### config.mk
export PLATFORM = sky130hd
export DESIGN_NAME = vreg_group_sequencer
export DESIGN_NICKNAME = d
export VERILOG_FILES = /design/src/rtl/vreg_seq_pkg.sv /design/src/rtl/vreg_port_addr.sv /design/src/rtl/vreg_group_sequencer.sv
export SDC_FILE = /design/constraint.sdc
export NUM_CORES = 1
export LEC_CHECK = 0
export CORE_MARGIN = 1
export CORE_UTILIZATION = 45
export CTS_CLUSTER_SIZE = 14
export DETAILED_ROUTE_END_ITERATION = 10
export GPL_TIMING_DRIVEN = 0
export PLACE_DENSITY = 0.7
export SYNTH_ARGS = -nofsm -noshare
export SYNTH_HDL_FRONTEND = slang
export SYNTH_SLANG_ARGS = --single-unit
### constraint.sdc
create_clock -name clk -period 3.17 [get_ports clk]
set_input_delay 0.634 -clock clk [delete_from_list [all_inputs] [get_ports clk]]
set_output_delay 0.634 -clock clk [all_outputs]
set_load 0.02 [all_outputs]
### src/rtl/vreg_seq_pkg.sv
// Shared types and helpers for the vector register-group address sequencer.
package vreg_seq_pkg;

    localparam int MAX_EMUL_LOG2 = 3;

    localparam logic [2:0] VLMUL_M1   = 3'b000;
    localparam logic [2:0] VLMUL_M2   = 3'b001;
    localparam logic [2:0] VLMUL_M4   = 3'b010;
    localparam logic [2:0] VLMUL_M8   = 3'b011;
    localparam logic [2:0] VLMUL_RSVD = 3'b100;
    localparam logic [2:0] VLMUL_MF8  = 3'b101;
    localparam logic [2:0] VLMUL_MF4  = 3'b110;
    localparam logic [2:0] VLMUL_MF2  = 3'b111;

    typedef enum logic {IDLE, BUSY} seq_state_e;

    // Returns {reserved, L}; fractional settings occupy one register, so L = 0.
    function automatic logic [2:0] lmul_log2(input logic [2:0] vlmul);
        logic [2:0] res;
        case (vlmul)
            VLMUL_M1:   res = 3'b000;
            VLMUL_M2:   res = 3'b001;
            VLMUL_M4:   res = 3'b010;
            VLMUL_M8:   res = 3'b011;
            VLMUL_RSVD: res = 3'b100;
            default:    res = 3'b000;
        endcase
        return res;
    endfunction

endpackage

### src/rtl/vreg_port_addr.sv
// One operand port: beat address from the captured group base, plus the
// alignment check applied to the incoming request at accept time.
module vreg_port_addr #(
    parameter int ADDR_WIDTH = 5
) (
    input  logic [ADDR_WIDTH-1:0] base,
    input  logic [1:0]            emul,
    input  logic [1:0]            max_emul,
    input  logic [2:0]            k,
    input  logic [ADDR_WIDTH-1:0] chk_base,
    input  logic [2:0]            chk_emul,
    output logic [ADDR_WIDTH-1:0] addr,
    output logic                  misalign
);

    logic [1:0]            shift;
    logic [ADDR_WIDTH-1:0] mask;

    // Narrower ports advance once every 2^(max_emul - emul) beats.
    assign shift    = max_emul - emul;
    assign addr     = base + {{(ADDR_WIDTH-3){1'b0}}, k >> shift};

    assign mask     = ({{(ADDR_WIDTH-1){1'b0}}, 1'b1} << chk_emul) - {{(ADDR_WIDTH-1){1'b0}}, 1'b1};
    assign misalign = |(chk_base & mask);

endmodule

### src/rtl/vreg_group_sequencer.sv
// Expands one decoded vector instruction into per-register beats carrying
// every operand port's physical register address.
module vreg_group_sequencer
    import vreg_seq_pkg::*;
#(
    parameter int ADDR_WIDTH = 5,
    parameter int NUM_PORTS  = 3
) (
    input  logic                            clk,
    input  logic                            rst_n,
    input  logic                            req_valid,
    output logic                            req_ready,
    input  logic [2:0]                      req_vlmul,
    input  logic [NUM_PORTS*ADDR_WIDTH-1:0] req_addr,
    input  logic [NUM_PORTS-1:0]            req_wide,
    output logic                            out_valid,
    input  logic                            out_ready,
    output logic [NUM_PORTS*ADDR_WIDTH-1:0] out_addr,
    output logic                            out_first,
    output logic                            out_last,
    output logic                            out_err,
    output logic                            busy,
    output seq_state_e                      state
);

    // Handshakes: a transfer happens on a rising clk edge where valid & ready
    // are both high; valid never drops and payload never changes until then.

    logic [2:0]                      lmul_info;
    logic                            req_rsvd;
    logic                            req_frac;
    logic [NUM_PORTS-1:0][2:0]       req_emul;
    logic [2:0]                      req_max;
    logic [NUM_PORTS-1:0]            req_misalign;
    logic                            req_err;
    logic                            accept;
    logic                            advance;

    logic [NUM_PORTS*ADDR_WIDTH-1:0] base_q;
    logic [NUM_PORTS-1:0][1:0]       emul_q;
    logic [1:0]                      max_q;
    logic [2:0]                      k;
    logic [2:0]                      k_last;

    assign lmul_info = lmul_log2(req_vlmul);
    assign req_rsvd  = lmul_info[2];
    assign req_frac  = req_vlmul[2] & ~req_rsvd;

    always_comb begin
        req_emul = '0;
        req_max  = 3'd0;
        req_err  = req_rsvd | (|req_misalign);
        for (int p = 0; p < NUM_PORTS; p++) begin
            req_emul[p] = req_frac ? 3'd0 : ({1'b0, lmul_info[1:0]} + {2'b00, req_wide[p]});
            if (req_emul[p] > req_max)
                req_max = req_emul[p];
            if (req_emul[p] > 3'(MAX_EMUL_LOG2))
                req_err = 1'b1;
        end
    end

    for (genvar p = 0; p < NUM_PORTS; p++) begin : g_port
        vreg_port_addr #(.ADDR_WIDTH(ADDR_WIDTH)) u_port (
            .base     (base_q[p*ADDR_WIDTH +: ADDR_WIDTH]),
            .emul     (emul_q[p]),
            .max_emul (max_q),
            .k        (k),
            .chk_base (req_addr[p*ADDR_WIDTH +: ADDR_WIDTH]),
            .chk_emul (req_emul[p]),
            .addr     (out_addr[p*ADDR_WIDTH +: ADDR_WIDTH]),
            .misalign (req_misalign[p])
        );
    end

    // Only combinational path from out_ready: lets the next request load on the last beat.
    assign req_ready = ~out_valid | (out_ready & out_last);
    assign busy      = out_valid;
    assign accept    = req_valid & req_ready;
    assign advance   = out_valid & out_ready;
    assign k_last    = 3'((4'd1 << max_q) - 4'd1);

    always_ff @(posedge clk or negedge rst_n) begin
        if (!rst_n) begin
            state     <= IDLE;
            out_valid <= 1'b0;
            out_first <= 1'b0;
            out_last  <= 1'b0;
            out_err   <= 1'b0;
            k         <= 3'd0;
            base_q    <= '0;
            emul_q    <= '0;
            max_q     <= 2'd0;
        end else if (accept) begin
            state     <= BUSY;
            out_valid <= 1'b1;
            out_first <= 1'b1;
            k         <= 3'd0;
            base_q    <= req_addr;
            if (req_err) begin
                // Zero shift and k = 0 make the error beat echo req_addr.
                out_err  <= 1'b1;
                out_last <= 1'b1;
                emul_q   <= '0;
                max_q    <= 2'd0;
            end else begin
                out_err  <= 1'b0;
                out_last <= (req_max == 3'd0);
                for (int p = 0; p < NUM_PORTS; p++)
                    emul_q[p] <= req_emul[p][1:0];
                max_q    <= req_max[1:0];
            end
        end else if (advance) begin
            if (out_last) begin
                state     <= IDLE;
                out_valid <= 1'b0;
                out_first <= 1'b0;
                out_last  <= 1'b0;
                out_err   <= 1'b0;
            end else begin
                k         <= k + 3'd1;
                out_first <= 1'b0;
                out_last  <= ((k + 3'd1) == k_last);
            end
        end
    end

endmodule

; After elaboration in Yosys (flattened, before gate mapping)
; Cells that the tools add are included.
[totals]
ff_bits = 30
in_bits = 25
out_inout_bits = 22
wordCells = 86
[classes]
add_sub_neg = 14
n_lt_le_gt_ge = 6
n_eq_ne = 6
shift = 7
muxes = 26
bitwise = 11
reduce_logical = 6
[ops]
columns = cell, count
row1 = 3-bit two-way mux, 9
row2 = 5-bit by 3-bit adder with 5-bit output, 3
row3 = 5-bit bitwise AND, 3
row4 = 15-bit OR reduction, 1
row5 = "1-bit by 3-bit << shifter with 5-bit output, first input constant", 3
row6 = "5-bit by 1-bit subtractor with 5-bit output, second input constant", 3
row7 = 1-bit two-way mux, 14
row8 = 3-bit case mux with 4 select lines, 1
row9 = 2-bit by 1-bit adder with 3-bit output, 3
row10 = "3-bit by 2-bit > comparator with 1-bit output, second input constant", 3
row11 = 3-bit by 2-bit >> shifter with 3-bit output, 3
row12 = "3-bit by 2-bit == test with 1-bit output, second input constant", 2
row13 = 3-bit > comparator, 2
row14 = 6-bit two-way mux, 1
row15 = 2-bit subtractor, 3
row16 = 1-bit bitwise AND, 4
row17 = 2-bit AND reduction, 2
row18 = 2-bit nonzero test, 2
row19 = "3-bit by 1-bit adder with 3-bit output, second input constant", 1
row20 = "3-bit by 1-bit == test with 1-bit output, second input constant", 1
row21 = 3-bit == test, 1
row22 = "3-bit == test, second input constant", 1
row23 = "3-bit by 1-bit > comparator with 1-bit output, second input constant", 1
row24 = 3-bit logical NOT, 1
row25 = other kinds (6), 8

; Depth between registers and ports, before layout
; Gate-level depths: netlist of the first run.
[depth]
ltp_word = 15
ltp_mapped = 18
ltp_nobuf = 18

; Modules after synthesis
; From an unflattened synthesis of the first run, not the netlist that was laid out.
[unflattened]
hier_cells = 264
area_unflattened_um2 = 2482.4
[by_module_without_submodules]
columns = mod, instances, cells_per_inst, area_per_inst_um2, seq_area_each_um2
row1 = vreg_group_sequencer, 1, 171, 1746.7, 750.7
row2 = vreg_port_addr, 3, 31, 245.2, 0.0

; Least setup slack after synthesis of the first run
; No wires, ideal clock.
[synth_path]
path_kind = input to register
startpoint = in req_vlmul[2]
endpoint = reg out_last
setup_time_ns = 0.086
arrival_time_ns = 4.047
t_required_ns = 3.084
path_slack_ns = -0.963
stages = 18
cell_sequence = and2b_1 ha_1 ha_1 nand2_1 inv_1 ha_1 nor2b_1 o21a_1 o21ai_0 nor2_1 a31oi_1 ha_1 nor2b_1 o21a_1 o21ai_0 mux2i_1 o21ai_0 a32oi_1
[synth_between]
elab_chain_len = 15
[synth_rtl]
columns = item, line
row1 = "start, declared", vreg_group_sequencer.sv:13  ; input logic [2:0] req_vlmul,
row2 = branches (longest 13 deep; another with 2-bit by 1-bit adder with 3-bit output), --
row3 = 1-bit two-way mux *, vreg_group_sequencer.sv:99  ; if (req_err) begin
row4 = 1-bit two-way mux *, vreg_group_sequencer.sv:93  ; end else if (accept) begin
row5 = "end signal, assigned", vreg_group_sequencer.sv:107  ; out_last <= (req_max == 3'd0);
row6 = "end signal, assigned", vreg_group_sequencer.sv:122  ; out_last <= ((k + 3'd1) == k_last);
row7 = "end, declared", vreg_group_sequencer.sv:20  ; output logic out_last,
; Mark *: on every way between the ends.
; A chain may end at the register's enable or synchronous reset.

; Worst setup path after layout of the first run
[layout_path]
startpoint = in req_vlmul[0]
endpoint = reg max_q[0]
[layout_between]
elab_chain_len = 14
[layout_rtl]
columns = item, line
row1 = 3-bit == test (tied with other cells), vreg_seq_pkg.sv:20  ; case (vlmul)
row2 = 3-bit case mux with 4 select lines *, vreg_seq_pkg.sv:20
row3 = branches (longest 11 deep; another with 5-bit by 1-bit subtractor with 5-bit output), --
row4 = 2-bit two-way mux *, vreg_group_sequencer.sv:99
row5 = "end signal, assigned", vreg_group_sequencer.sv:110  ; max_q <= req_max[1:0];
row6 = "end, declared", vreg_group_sequencer.sv:41  ; logic [1:0] max_q;
; Marks and branches as above.

==> flow_summary.toml, run 1 <==
[clock_tree]
clk_pin_slew_ps = 70
cts-buffers-inserted = 5
cts-root-buf = "clkbuf_8"
clock_path_buffers = 2
cts_num_sinks = 30
htreeDepth = 2
insertion_delay_ps = 290
ctsHoldBuffers = 0
cts_tree = "done"

[layout]
fin_cells = 444
n_fill_cell = 422
nets = 427
layout.cells.most_common = "buf_4"
regArea_um2 = 753
multi_input_area_mm2 = 0.00222
layout-drive-gt1-share_pct = 41.7
diodes = 0
area_growth_pct = 49.0
final_cell_mix = "39 x buf_4, 31 x nand2_1, 28 x dfrtp_1, 25 x clkdlybuf4s50_1, 18 x mux2_2"

[critical_path]
crit_end = "max_q[0]"
arrival_ps = 3830
rr_startpoint = "state"
rr_worst_depth = 5
critPathLaunchType = "primary input"
critPathCaptureType = "flop"
path_class = "primary input to flop"
crit_cells = 14
cp_max_fo = 8
cp_common_cell = "ha_4"
crit_buf_inv = 3
r2r_slack_ps = 850
max_stage_delay_ps = 630
cpLargestDelayFamily = "simple AND/OR/NAND/NOR gates"
required_ps = 3350
slowest_stage = "or4_4"
cp_cell_sequence = "buf_8 -> and2b_2 -> ha_4 -> ha_4 -> buf_4 -> buf_6 -> or3_1 -> ha_1 -> nand2b_4 -> o221ai_4 -> a2111oi_4 -> nand2_1 -> or4_4 -> o41ai_2"
rr_endpoint = "base_q[0]"
startpoint = "req_vlmul[0]"

[die]
die_w_um = 78.8
start_util_pct = 47.3
ios = 47
dieArea_mm2 = 0.00621
rows = 27
core_region_area_mm2 = 0.00561
fp.dieH_um = 78.8

[yosys]
ys.flop_type = "dfrtp_1"
synth.top_cell.area_share_pct = 28.3
synth_area_leaders = "dfrtp_1 28%, ha_1 13%, mux2_2 8.9%"
syn_inst = 292
async_flop_share_pct = 100
ys_ff_latch = 30
synth_warnings = 0
synth_area_mm2 = 0.00265
synth-seq-area-share_pct = 28.3
synth-edff-count = 0
yosys.area.top_type = "dfrtp_1"
ys_types = 48
synth_nets = 348
syn_area_per_cell_um2 = 9.09

[detailed_routing]
vias = 2480
wl_met2_mm = 3.95
vias_per_cell = 5.59
dr.max_layer_used = "met4"
postRouteAntennaNets = 0
drtIter0Drc = 72
drtPass1Iterations = 4
met1_length_mm = 2.99
wl_met3_um = 196
wl_per_cell_um = 16.3
drc = 0
routed_wl_mm = 7.25

[grt]
grtUsageTotal_pct = 23.3
grt_first_pass_wirelength_mm = 11.2
antenna_found_initial = 0
gr-total-overflow = 0
grt_max_degree = 31
grt_pass1_vias = 2369

[place]
io_buffer_count = 46
hpwlAfterDp_mm = 4.86
gp_congestion = 0.852
place_inst = 410

[hold_path]
hp-class = "primary input to asynchronous set/reset pin"

[run_status]
violations = "setup timing"
status = "finished with violations"

[sta]
hold_viol_final = 0
finalMaxSlewViolations = 0
setup_viol = 19
period_share_pct = 115
worst_pin_slew_ps = 865
maxSlewHeadroom_pct = 41.6
setup_ws_ps = -485
rsz0062_at_grt = "true"
finClkSkew_ps = 6.99
min_period_ps = 3650
fmaxAchievable_ghz = 0.274

[power]
power.leakage_uw = 0.00174
finalPower_uw = 3280
power.density_mw_per_mm2 = 830
peakVddDrop_v = 0.000569

[run]
drv_cap = 0
worst min path at each step:
stage	endpoint
after floorplan	base_q[0]
after global placement	out_first
after detailed placement	out_first
after CTS	k[2]
after global routing	out_last
final	base_q[4]
state kept, by name, indices dropped and copies added (netlist names):
register / flops
base_q: 15
emul_q: 6
k: 3
max_q: 2
out_err: 1
out_first: 1
out_last: 1
state: 1
power by group:
part	switching (uW)	total (uW)	internal (uW)	leakage, uW
Combinational	1150	2290	1140	0.00132
Sequential	142	666	524	0.000371
Clock	155	329	174	0.0000472
Total	1440	3280	1840	0.00174
Yosys cell counts (3+ instances only):
master	number
a21o_1	3
a21oi_1	6
a22o_1	4
and2_1	6
and3_1	4
clkbuf_1	8
dfrtp_1	30
fa_1	3
ha_1	28
inv_1	23
mux2_2	21
nand2_1	40
nand3_1	4
nor2_1	8
nor2b_1	7
nor3_1	4
nor3b_1	3
nor4b_1	3
o21a_1	4
o21ai_0	23
o31ai_1	5
o41ai_2	3
or4_1	3
xnor2_1	15
xor2_1	4
logic make-up after synthesis:
group                      after synthesis  synth area share, %
and+or+nand+nor                         93                 17.8
AOI/OAI and AO/OA                       61                 16.7
buffers and inverters                   35                 5.80
adders and majority gates               31                 15.5
DFF                                     30                 28.3
muxes                                   23                 9.67
xor gates and xnor gates                19                 6.27
layout make-up:
cell class	count	area share, %
buffer	9	1.33
clock buffer	6	2.09
clock inverter	2	0.316
inverter	23	2.25
multi-input combinational	227	56.1
sequential	30	19.1
tap	72	2.28
timing repair buffer	75	16.6
layer usage:
layer	track usage, %	vias to the layer above
li1	-	1194
met1	27.0	1220
met2	44.2	54
met3	3.68	12
met4	5.93	0
met5	0	-
metrics by stage:
step | utilization, % | TNS [ps] | setup slack (ps) | hold slack [ps] | area (um2)
after CTS | 65.5 | -2480 | -402 | 411 | 3670
after global placement | 58.5 | -14300 | -1430 | 469 | 3280
after floorplan | - | -1220 | -505 | 338 | 2730
final | 70.5 | -4650 | -485 | 396 | 3950
after global routing | 70.5 | -6740 | -636 | 431 | 3950
after detailed placement | 58.4 | -15670 | -1450 | 471 | 3270
repair_timing:
item	CTS	global route
pin swaps	30	32
setup buffers	16	13
gates resized for setup	146	41
endpoints found under the setup margin	25	22
Note: power is estimated with default switching activity, not from simulation.
==> run 2, diff against run 1 <==
--- a/config.mk
+++ b/config.mk
@@ -5,6 +5,7 @@
 export SDC_FILE = /design/constraint.sdc
 export NUM_CORES = 1
 export LEC_CHECK = 0
+export ABC_AREA = 0
 export CORE_MARGIN = 1
 export CORE_UTILIZATION = 45
 export CTS_CLUSTER_SIZE = 14
==> results of run 2 <==
Final layout, timing and power as in run 1 (identical DEF).
